[config.mk]
export PLATFORM = sky130hd
export DESIGN_NAME = load_store_unit
export DESIGN_NICKNAME = d
export VERILOG_FILES = /design/src/rtl/load_store_unit.sv
export SDC_FILE = /design/constraint.sdc
export NUM_CORES = 1
export LEC_CHECK = 0
export CAP_MARGIN = 10
export CORE_UTILIZATION = 52
export DETAILED_ROUTE_END_ITERATION = 8
export PLACE_DENSITY = 0.87
export SLEW_MARGIN = 20
export SYNTH_ARGS = -nofsm -noshare
export SYNTH_HDL_FRONTEND = slang
export SYNTH_SLANG_ARGS = --single-unit
[constraint.sdc]
create_clock -name clk -period 3.7 [get_ports clk]
set_input_delay 0.74 -clock clk [delete_from_list [all_inputs] [get_ports clk]]
set_output_delay 0.74 -clock clk [all_outputs]
set_load 0.005 [all_outputs]
[src/rtl/load_store_unit.sv]
// load_store_unit: initiator side of the data-memory port.
// Accepts one byte-addressed load/store at a time and drives a word-wide
// memory with a registered (1-cycle) read and word-only writes. Sub-word
// loads are extracted and extended; sub-word stores use read-modify-write.
// Little-endian byte numbering within a word.
//
// Handshake: req is sampled only while the FSM is IDLE (busy=0). A request
// seen while busy=1 is dropped, not queued. Completion is a one-cycle done
// pulse; err is meaningful only in that cycle. rdata holds the most recent
// successful load result until the next successful load replaces it.
module load_store_unit #(
  parameter int ADDR_WIDTH = 8,
  parameter int DATA_WIDTH = 32
) (
  input  logic                  clk,
  input  logic                  rst_n,
  input  logic                  req,
  input  logic                  is_store,
  input  logic [2:0]            funct3,
  input  logic [ADDR_WIDTH+1:0] addr,
  input  logic [DATA_WIDTH-1:0] wdata,
  output logic [DATA_WIDTH-1:0] rdata,
  output logic                  done,
  output logic                  err,
  output logic                  busy,
  output logic [ADDR_WIDTH-1:0] mem_addr,
  output logic                  mem_we,
  output logic [1:0]            mem_size,
  output logic [DATA_WIDTH-1:0] mem_wdata,
  input  logic [DATA_WIDTH-1:0] mem_rdata,
  output logic [2:0]            dbg_state
);

  typedef enum logic [2:0] {
    S_IDLE     = 3'd0,
    S_RD_ISSUE = 3'd1,
    S_RD_WAIT  = 3'd2,
    S_WRITE    = 3'd3,
    S_DONE     = 3'd4
  } state_e;

  state_e                state_q, state_d;
  logic                  is_store_q, is_store_d;
  logic [2:0]            funct3_q, funct3_d;
  logic [ADDR_WIDTH+1:0] addr_q, addr_d;
  logic [15:0]           wdata_q, wdata_d;     // only the low half feeds SB/SH merges
  logic [DATA_WIDTH-1:0] rdata_q, rdata_d;
  logic [DATA_WIDTH-1:0] mem_wdata_q, mem_wdata_d;
  logic                  err_q, err_d;

  logic [7:0]            byte_sel;
  logic [15:0]           half_sel;
  logic [DATA_WIDTH-1:0] load_val;
  logic [DATA_WIDTH-1:0] merged;

  // Misaligned accesses and encodings with no meaning for the access kind.
  function automatic logic bad_access(input logic st, input logic [2:0] f3,
                                      input logic [1:0] a);
    logic bad;
    case (f3)
      3'b000:  bad = 1'b0;          // LB / SB
      3'b001:  bad = a[0];          // LH / SH
      3'b010:  bad = |a;            // LW / SW
      3'b100:  bad = st;            // LBU, no store form
      3'b101:  bad = st | a[0];     // LHU, no store form
      default: bad = 1'b1;
    endcase
    return bad;
  endfunction

  // Lane selection, extension and sub-word merge from the returned memory word.
  always_comb begin
    byte_sel = mem_rdata[7:0];
    case (addr_q[1:0])
      2'd0: byte_sel = mem_rdata[7:0];
      2'd1: byte_sel = mem_rdata[15:8];
      2'd2: byte_sel = mem_rdata[23:16];
      2'd3: byte_sel = mem_rdata[31:24];
      default: byte_sel = mem_rdata[7:0];
    endcase
    half_sel = addr_q[1] ? mem_rdata[31:16] : mem_rdata[15:0];

    load_val = mem_rdata;
    case (funct3_q)
      3'b000:  load_val = {{24{byte_sel[7]}}, byte_sel};
      3'b001:  load_val = {{16{half_sel[15]}}, half_sel};
      3'b100:  load_val = {24'd0, byte_sel};
      3'b101:  load_val = {16'd0, half_sel};
      default: load_val = mem_rdata;
    endcase

    merged = mem_rdata;
    if (!funct3_q[0]) begin
      case (addr_q[1:0])
        2'd0: merged[7:0]   = wdata_q[7:0];
        2'd1: merged[15:8]  = wdata_q[7:0];
        2'd2: merged[23:16] = wdata_q[7:0];
        2'd3: merged[31:24] = wdata_q[7:0];
        default: merged = mem_rdata;
      endcase
    end else if (addr_q[1]) begin
      merged[31:16] = wdata_q;
    end else begin
      merged[15:0] = wdata_q;
    end
  end

  // Next-state and register-update decode.
  always_comb begin
    state_d     = state_q;
    is_store_d  = is_store_q;
    funct3_d    = funct3_q;
    addr_d      = addr_q;
    wdata_d     = wdata_q;
    rdata_d     = rdata_q;
    mem_wdata_d = mem_wdata_q;
    err_d       = err_q;
    case (state_q)
      S_IDLE: begin
        if (req) begin
          is_store_d = is_store;
          funct3_d   = funct3;
          addr_d     = addr;
          wdata_d    = wdata[15:0];
          if (bad_access(is_store, funct3, addr[1:0])) begin
            err_d   = 1'b1;
            state_d = S_DONE;
          end else if (is_store && funct3 == 3'b010) begin
            err_d       = 1'b0;
            mem_wdata_d = wdata;
            state_d     = S_WRITE;
          end else begin
            err_d   = 1'b0;
            state_d = S_RD_ISSUE;
          end
        end
      end
      S_RD_ISSUE: state_d = S_RD_WAIT;
      S_RD_WAIT: begin
        if (is_store_q) begin
          mem_wdata_d = merged;
          state_d     = S_WRITE;
        end else begin
          rdata_d = load_val;
          state_d = S_DONE;
        end
      end
      S_WRITE: state_d = S_DONE;
      S_DONE:  state_d = S_IDLE;
      default: state_d = S_IDLE;
    endcase
  end

  // State and captured-field registers with synchronous active-low reset.
  always_ff @(posedge clk) begin
    if (!rst_n) begin
      state_q     <= S_IDLE;
      is_store_q  <= 1'b0;
      funct3_q    <= 3'd0;
      addr_q      <= '0;
      wdata_q     <= 16'd0;
      rdata_q     <= '0;
      mem_wdata_q <= '0;
      err_q       <= 1'b0;
    end else begin
      state_q     <= state_d;
      is_store_q  <= is_store_d;
      funct3_q    <= funct3_d;
      addr_q      <= addr_d;
      wdata_q     <= wdata_d;
      rdata_q     <= rdata_d;
      mem_wdata_q <= mem_wdata_d;
      err_q       <= err_d;
    end
  end

  // All memory-side controls decode from registered state only.
  assign mem_we    = (state_q == S_WRITE);
  assign done      = (state_q == S_DONE);
  assign err       = err_q && (state_q == S_DONE);
  assign busy      = (state_q != S_IDLE);
  assign mem_addr  = addr_q[ADDR_WIDTH+1:2];
  assign mem_size  = funct3_q[1:0];
  assign mem_wdata = mem_wdata_q;
  assign rdata     = rdata_q;
  assign dbg_state = state_q;

endmodule

== Yosys cells after proc, flatten, opt, wreduce, memory -nomap -nowiden ==
Index checks and enable logic that the tools add are counted.

* Bits in latches: 0
* Output and inout bits: 81
* Register bits after elaboration: 98
* Memory bits (writable): 0
* Input port bits: 81
* Bits in read-only memories: 0
* Word-level logic and storage cells: 64
* Memories kept: 0

* Shift operators: 0
* Reductions and logical operators: 12
* Muxes and demuxes: 24
* Div/mod/pow operators: 0
* Multiply operators: 0
* Magnitude comparators: 0
* Add/sub/neg operators: 0
* Bitwise gates (word level): 2
* Eq/ne operators: 18

{| class="wikitable"
|+ Operators by type and width
! cell !! number
|-
| two-way mux 32 bit || 5
|-
| one-hot mux 32 bit (4 select lines) || 1
|-
| one-hot mux 32 bit (2 select lines) || 1
|-
| two-way mux 16 bit || 3
|-
| two-way mux 8 bit || 4
|-
| one-hot mux 8 bit (4 select lines) || 1
|-
| == test 3 bit, second input constant || 5
|-
| one-hot mux 3 bit (4 select lines) || 1
|-
| == test 3 x 1 -> 1 bit, second input constant || 3
|-
| == test 3 x 2 -> 1 bit, second input constant || 3
|-
| zero test 3 bit || 3
|-
| two-way mux 3 bit || 3
|-
| != test 2 bit, second input constant || 4
|-
| one-hot mux 1 bit (5 select lines) || 1
|-
| AND reduction 5 bit || 1
|-
| == test 2 bit, second input constant || 2
|-
| AND reduction 2 bit || 2
|-
| two-way mux 1 bit || 3
|-
| nonzero test 3 bit || 1
|-
| == test 2 x 1 -> 1 bit, second input constant || 1
|-
| logical AND 1 bit || 2
|-
| zero test 2 bit || 1
|-
| two-way mux 2 bit || 1
|-
| nonzero test 2 bit || 1
|-
| 3 further kinds || 3
|}

== Longest topological paths before layout ==
Gate-level depths: netlist of the first run.

* Word-level depth: 7
* Mapped depth: 7

== Least setup slack after synthesis of the first run ==
OpenSTA, ideal clock, no wires.

* Path type: input port to flip-flop
* From: input funct3[2]
* To: register mem_wdata_q[13] (netlist: mem_wdata[13])
* Cell stages on the path: 5
* Buffers on the path: 1
* Data required time: 3562 ps
* Path slack: 1656 ps
* Arrival time: 1906 ps
* Cell sequence: a221oi_1 -> o21a_1 -> clkbuf_1 -> or3_1 -> o221ai_1

* Word-level cells in the longest chain between the ends: 6
* Elaborated cells on any way between the ends: 12
* Classes of those cells: eq/ne (6); mux (3); reduce/logical (3)

{| class="wikitable"
|+ Ends and longest elaborated chain
! element !! RTL line !! text
|-
| from (decl) || 19 || <nowiki>input logic [2:0] funct3,</nowiki>
|-
| == test 3 bit, or another cell as far along || 60 || <nowiki>case (f3)</nowiki>
|-
| one-hot mux 1 bit (5 select lines) || 60 ||
|-
| two-way mux 1 bit || 120 || <nowiki>if (req) begin</nowiki>
|-
| two-way mux 1 bit || 118 || <nowiki>case (state_q)</nowiki>
|-
| != test 2 bit (no line) || -- ||
|-
| AND reduction 5 bit (no line) (*) || -- ||
|-
| to (signal assigned) || 172 || <nowiki>mem_wdata_q <= mem_wdata_d;</nowiki>
|-
| to (decl) || 48 || <nowiki>logic [DATA_WIDTH-1:0] mem_wdata_q, mem_wdata_d;</nowiki>
|}

Every way passes the cells marked *; elsewhere a longest branch is shown, timed or not. The select of a mux whose other input is x is not followed.
A chain may end at the register's enable or synchronous reset.

== Final worst setup path of the first run ==
* From: register state_q[2] (netlist: dbg_state[2])
* To: output err

* Word-level cells in the longest chain between the ends: 2

{| class="wikitable"
|+ Ends and longest elaborated chain
! element !! RTL line !! text
|-
| from (decl) || 42 || <nowiki>state_e state_q, state_d;</nowiki>
|-
| from (signal assigned) || 166 || <nowiki>state_q <= state_d;</nowiki>
|-
| == test 3 bit || 180 || <nowiki>assign err = err_q && (state_q == S_DONE);</nowiki>
|-
| logical AND 1 bit || 180 ||
|-
| to (decl) || 24 || <nowiki>output logic err,</nowiki>
|}

No other way between the ends.

==> results of run 1 <==
-- through the flow --
| step | hold WS [ns] | utilization, % | setup slack (ns) | area (um^2) | total power [mW] |
|---|---|---|---|---|---|
| 6_report | 0.464 | 70.3 | 0.993 | 7190 | 2.64 |
| 5_1_grt | 0.483 | 70.3 | 0.881 | 7190 | 2.75 |
| 2_1_floorplan | 0.432 | - | 1.66 | 5450 | 1.56 |
| 3_3_place_gp | 0.443 | 68.0 | 0.846 | 6960 | 1.84 |
| 3_5_place_dp | 0.451 | 68.0 | 0.752 | 6960 | 1.86 |
| 4_1_cts | 0.467 | 70.3 | 0.979 | 7190 | 2.63 |
-- worst paths after layout --
kind | from | end | slack (ns) | depth (start not counted)
hold reg to reg | addr_q[3] | addr_q[3] | 0.46 | 2
hold / removal | addr_q[3] | addr_q[3] | 0.46 | 2
setup / recovery | dbg_state[2] | err | 0.99 | 3
setup reg to reg | addr_q[1] | rdata[24] | 1.31 | 4
-- flip-flops by register name, indices dropped and copies added, names as in the netlist --
name and count:
addr_q 10, dbg_state 3, err_q 1, funct3_q 3
is_store_q 1, mem_wdata 32, rdata 32, wdata_q 16
-- Yosys cell counts (7+ instances only) --
library cell	count	share of area, %
a211o_1	8	1.3
a211oi_1	9	1.2
a21o_1	9	1.2
a21oi_1	69	6.3
a221oi_1	10	1.6
a22oi_1	8	1.1
a2bb2oi_1	8	1.3
a31o_2	16	2.6
a32o_1	7	1.3
and3_1	8	0.92
and3b_1	9	1.4
buf_2	13	1.2
buf_4	12	1.7
clkbuf_1	46	3.2
dfxtp_1	98	36
inv_1	10	0.69
mux2_2	7	1.4
mux2i_1	34	6.2
nand2_1	137	9.4
nand3_1	16	1.5
nand3b_1	7	0.96
nor2_1	13	0.90
o211ai_1	8	1.1
o21ai_0	59	5.4
o221ai_1	16	2.6
or3_1	16	1.8
-- power breakdown --
part,internal (mW),switching [mW],total [mW]
Sequential,1.13,0.0794,1.20
Clock,0.404,0.389,0.792
Combinational,0.320,0.324,0.643
Total,1.85,0.792,2.64
-- kinds of logic (layout without fill, tap and decap cells) --
family                 Yosys count  count (layout)  synth area share, %
AOI/OAI and AO/OA              236             236                 28.9
buffers and inverters           86             199                 7.32
DFF                             98              98                 36.0
muxes                           41              41                 7.69
and+or+nand+nor                224             224                 20.1
-- cell usage in the layout, fill, tap and decap left out, drive strengths merged, types with 13 or more instances in the layout --
cell / n
mux2i: 34
nand3: 16
o221ai: 16
nor2: 13
dfxtp: 98
o21ai: 60
or3: 16
nand2: 137
a31o: 16
clkdlybuf4s50: 160
a21oi: 69
-- final cells by class --
type                    count  area [um^2]  share of cell area, %
multi-input cells         501         3100                   43.1
flip-flops and latches     98         1960                   27.3
repair buffers            172         1690                   23.5
well taps                 136          170                   2.37
clock buffers              11          141                   1.97
clock inverters             5         85.1                   1.18
inverters                  11         41.3                  0.574
-- critical path, stage by stage (launching register included) --
cell	delay, ns
dfxtp_1	0.63
nor3b_1	0.29
and2_1	0.16
clkdlybuf4s50_1	0.51
-- metal layers --
layer / up-vias / routed length (um) / track usage (%)
li1: 2686 / - / -
met1: 2710 / 7270 / 43.2
met2: 349 / 8170 / 50.9
met3: 55 / 1770 / 5.95
met4: 0 / 616 / 16.9
met5: - / 0 / 0
==> results.py, run 1 <==
metrics = {
    "run_status": {
        "outcome": "completed",
    },
    "die": {
        "fp.dieArea_mm2": 0.0109,
        "ios": 162,
        "core_area_mm2": 0.0102,
        "fp.dieW_um": 104,
        "die_h_um": 104,
        "initial_core_util_pct": 53.3,
        "rows": 37,
    },
    "timing": {
        "tns_ns": 0,
        "rsz0062_at_grt": "no",
        "slew_headroom_pct": 38.8,
        "drv_slew": 0,
        "fin_crit_sh_pct": 73.2,
        "fmax_mhz": 369,
        "finalHoldViolations": 0,
        "layout_min_cycle_time_ns": 2.71,
        "max_slew.worst_pin.slew_ns": 0.918,
        "skew_ns": 0.0128,
        "finalSetupViolCount": 0,
    },
    "cts": {
        "post_cts_buffers": 0,
        "cts_buffers": 9,
        "clkTransAtPathRegs_ns": 0.10,
        "root_buffer": "clkbuf_8",
        "tritoncts": "done",
        "clk_latency_ns": 0.38,
        "ctsResizeCount": 0,
        "htree_levels": 3,
        "cts_max_path_buffers": 2,
        "clock_sinks": 98,
        "hold_buffers": 0,
    },
    "route": {
        "vias": 5800,
        "route.detailed.drc": 0,
        "drt_first_pass_iters": 5,
        "drt-total-wl_mm": 17.8,
        "vias_per_cell": 6.21,
        "routedWlPerCell_um": 19.1,
        "final_antenna_net_count": 0,
        "drtIter0Drc": 701,
    },
    "global_routing": {
        "gr-total-overflow": 0,
        "grt.total_usage_pct": 32.7,
        "grt_max_degree": 53,
        "antenna_found_initial": 0,
        "grt_pass1_vias": 5497,
        "grt_pass1_wl_mm": 28.2,
    },
    "worst_setup_path": {
        "startpoint_type": "register",
        "critPathMaxFanout": 9,
        "crit_type": "reg -> out",
        "end_kind": "primary output",
        "cp.arrival_ns": 1.97,
        "worstPathRequired_ns": 2.96,
    },
    "logic_synthesis": {
        "synth_area_mm2": 0.00545,
        "synth-main-ff-cell": "dfxtp_1",
        "syn_avg_cell_area_um2": 7.96,
        "yosysWarnings": 0,
        "synthArstFlopShare_pct": 0,
        "ys_seq_area_share_pct": 36.0,
        "synth_cell_type_count": 50,
        "syn_inst": 685,
        "ys_ff_latch": 98,
        "synth_edf_count": 0,
        "synth_nets": 766,
    },
    "finish": {
        "layout-drive-gt1-share_pct": 8.02,
        "num-nets-final": 874,
        "finalNonFillerCells": 934,
        "fillCellCount": 798,
        "syn_to_final_growth_pct": 31.9,
        "antenna_cells": 0,
    },
    "place": {
        "dp_hpwl_mm": 12.5,
        "io_buffers": 161,
        "gp_congestion": 0.867,
        "place_inst": 918,
    },
    "job": {
        "timing.max_cap.violations": 0,
    },
    "pwr": {
        "ir_worst_vdd_uv": 255,
        "p_per_area_mw_per_mm2": 367,
        "p_leak_nw": 2.68,
    },
    "hold_path": {
        "hp-class": "reg -> reg",
    },
}
(Power assumes the default switching activity.)
==> inputs of run 2 (changes only) <==
--- a/config.mk
+++ b/config.mk
@@ -6,9 +6,9 @@
 export NUM_CORES = 1
 export LEC_CHECK = 0
 export CAP_MARGIN = 10
-export CORE_UTILIZATION = 52
+export CORE_UTILIZATION = 48
 export DETAILED_ROUTE_END_ITERATION = 8
-export PLACE_DENSITY = 0.87
+export PLACE_DENSITY = 0.81
 export SLEW_MARGIN = 20
 export SYNTH_ARGS = -nofsm -noshare
 export SYNTH_HDL_FRONTEND = slang
==> constraint.sdc (replaced) <==
create_clock -name clk -period 2.7 [get_ports clk]
set_input_delay 0.54 -clock clk [delete_from_list [all_inputs] [get_ports clk]]
set_output_delay 0.54 -clock clk [all_outputs]
set_load 0.005 [all_outputs]
==> run 2 against run 1 <==
Power increased by 50%. Via count decreased by 0.91%. Sequential share of layout area fell by 0.69 points. Die area up 8.2%. Critical path depth stayed put. Utilization down 2.8 points. Setup slack worse by 0.71 ns. Critical path type unchanged. Largest cell class unchanged. Largest power group unchanged.
==> results.py, run 2 (synthesized netlist as in run 1, its figures left out) <==
metrics = {
    "run_status": {
        "outcome": "completed",
    },
    "route": {
        "final_antenna_net_count": 0,
        "vias": 5747,
        "drtIter0Drc": 524,
        "drt_first_pass_iters": 5,
        "route.detailed.drc": 0,
        "drt-total-wl_mm": 18.1,
        "routedWlPerCell_um": 19.1,
        "vias_per_cell": 6.07,
    },
    "cts": {
        "tritoncts": "done",
        "htree_levels": 3,
        "hold_buffers": 0,
        "cts_max_path_buffers": 2,
        "root_buffer": "clkbuf_16",
        "post_cts_buffers": 0,
        "cts_buffers": 9,
        "clock_sinks": 98,
        "ctsResizeCount": 0,
        "clkTransAtPathRegs_ns": 0.07,
        "clk_latency_ns": 0.35,
    },
    "die": {
        "ios": 162,
        "initial_core_util_pct": 49.8,
        "core_area_mm2": 0.0109,
        "fp.dieW_um": 109,
        "rows": 38,
        "fp.dieArea_mm2": 0.0118,
        "die_h_um": 109,
    },
    "timing": {
        "layout_min_cycle_time_ns": 2.42,
        "slew_headroom_pct": 48.7,
        "rsz0062_at_grt": "no",
        "max_slew.worst_pin.slew_ns": 0.769,
        "fin_crit_sh_pct": 89.6,
        "setup_slack_ns": 0.280,
        "drv_slew": 0,
        "whs_ns": 0.456,
        "finalSetupViolCount": 0,
        "fmax_mhz": 413,
        "tns_ns": 0,
        "finalHoldViolations": 0,
        "skew_ns": 0.00836,
    },
    "place": {
        "gp_congestion": 0.900,
        "io_buffers": 161,
        "pre_cts_ws_ns": 0.176,
        "dp_hpwl_mm": 13.0,
        "placed_area_mm2": 0.00705,
    },
    "global_routing": {
        "gr-total-overflow": 0,
        "met3_usage_pct": 5.73,
        "grt.busiest_layer": "met2",
        "grt_pass1_vias": 5376,
        "grt.total_usage_pct": 30.8,
        "met1_usage_pct": 40.8,
        "met2_usage_pct": 48.1,
        "grt_max_degree": 52,
        "antenna_found_initial": 0,
        "grt_pass1_wl_mm": 27.8,
    },
    "finish": {
        "antenna_cells": 0,
        "final_area_mm2": 0.00738,
        "fillCellCount": 920,
        "num-nets-final": 883,
        "layout.core_utilization_pct": 67.4,
        "layout_common_cells": "clkdlybuf4s50_1, nand2_1, dfxtp_1",
        "layout_commonest_cell": "clkdlybuf4s50_1",
        "syn_to_final_growth_pct": 35.3,
        "layout-drive-gt1-share_pct": 8.92,
    },
    "hold_path": {
        "min_from": "addr_q[4]",
        "hp-class": "reg -> reg",
    },
    "worst_setup_path": {
        "path_delay_family": "flip-flops",
        "slowest_delay_ns": 0.59,
        "worstPathRequired_ns": 2.16,
        "cp.arrival_ns": 1.88,
        "crit_slowest_cell": "dfxtp_1",
        "startpoint": "dbg_state[2]",
        "startpoint_type": "register",
        "rr_startpoint": "addr_q[0]",
        "critPathBufInv": 1,
        "end_kind": "primary output",
        "worstPathCellList": "nor3b_1 -> and2_1 -> clkdlybuf4s50_1",
        "critPathMaxFanout": 9,
        "crit_type": "reg -> out",
    },
    "pwr": {
        "p_leak_nw": 2.77,
        "p_per_area_mw_per_mm2": 537,
        "ir_worst_vdd_uv": 271,
    },
    "job": {
        "timing.max_cap.violations": 0,
    },
}
run 2: area by class of cell:
class                   count  area (um^2)  area share [%]
clock buffers              10          239            3.24
clock inverters             6         90.1            1.22
inverters                  11         41.3           0.560
multi-input cells         501         3100            42.0
flip-flops and latches     98         1960            26.6
well taps                 140          175            2.37
repair buffers            181         1770            24.0
run 2: final timing paths:
path                                      to  cells past startpoint  slack (ns)
worst max register to register  mem_wdata[9]                      4        0.56
worst max-delay path                     err                      3        0.28
worst min register to register     addr_q[4]                      2        0.46
worst min-delay path               addr_q[4]                      2        0.46
run 2: worst reg2reg max path: cells and delay by family, from the launching register on:
kind	cells	cell delay [ns]
AO/OA/AOI/OAI	3	0.81
flip-flops	1	0.82
AND/OR/NAND/NOR	1	0.36
run 2: report_power, final:
group	leakage, nW	switching [mW]	internal [mW]
Combinational	1.82	0.443	0.451
Clock	0.159	0.578	0.839
Sequential	0.798	0.106	1.54
Total	2.77	1.13	2.83
run 2: layer usage:
| metal | wire (um) | vias to the layer above |
|---|---|---|
| li1 | - | 2701 |
| met3 | 1750 | 44 |
| met1 | 7340 | 2725 |
| met2 | 8420 | 277 |
| met4 | 581 | 0 |
| met5 | 0 | - |
run 2: metrics by stage:
stage	std cells	total power, mW
CTS	947	3.97
global placement	931	2.54
finish	947	3.96
global route	947	4.10
detailed placement	931	2.56
floorplan	685	2.13
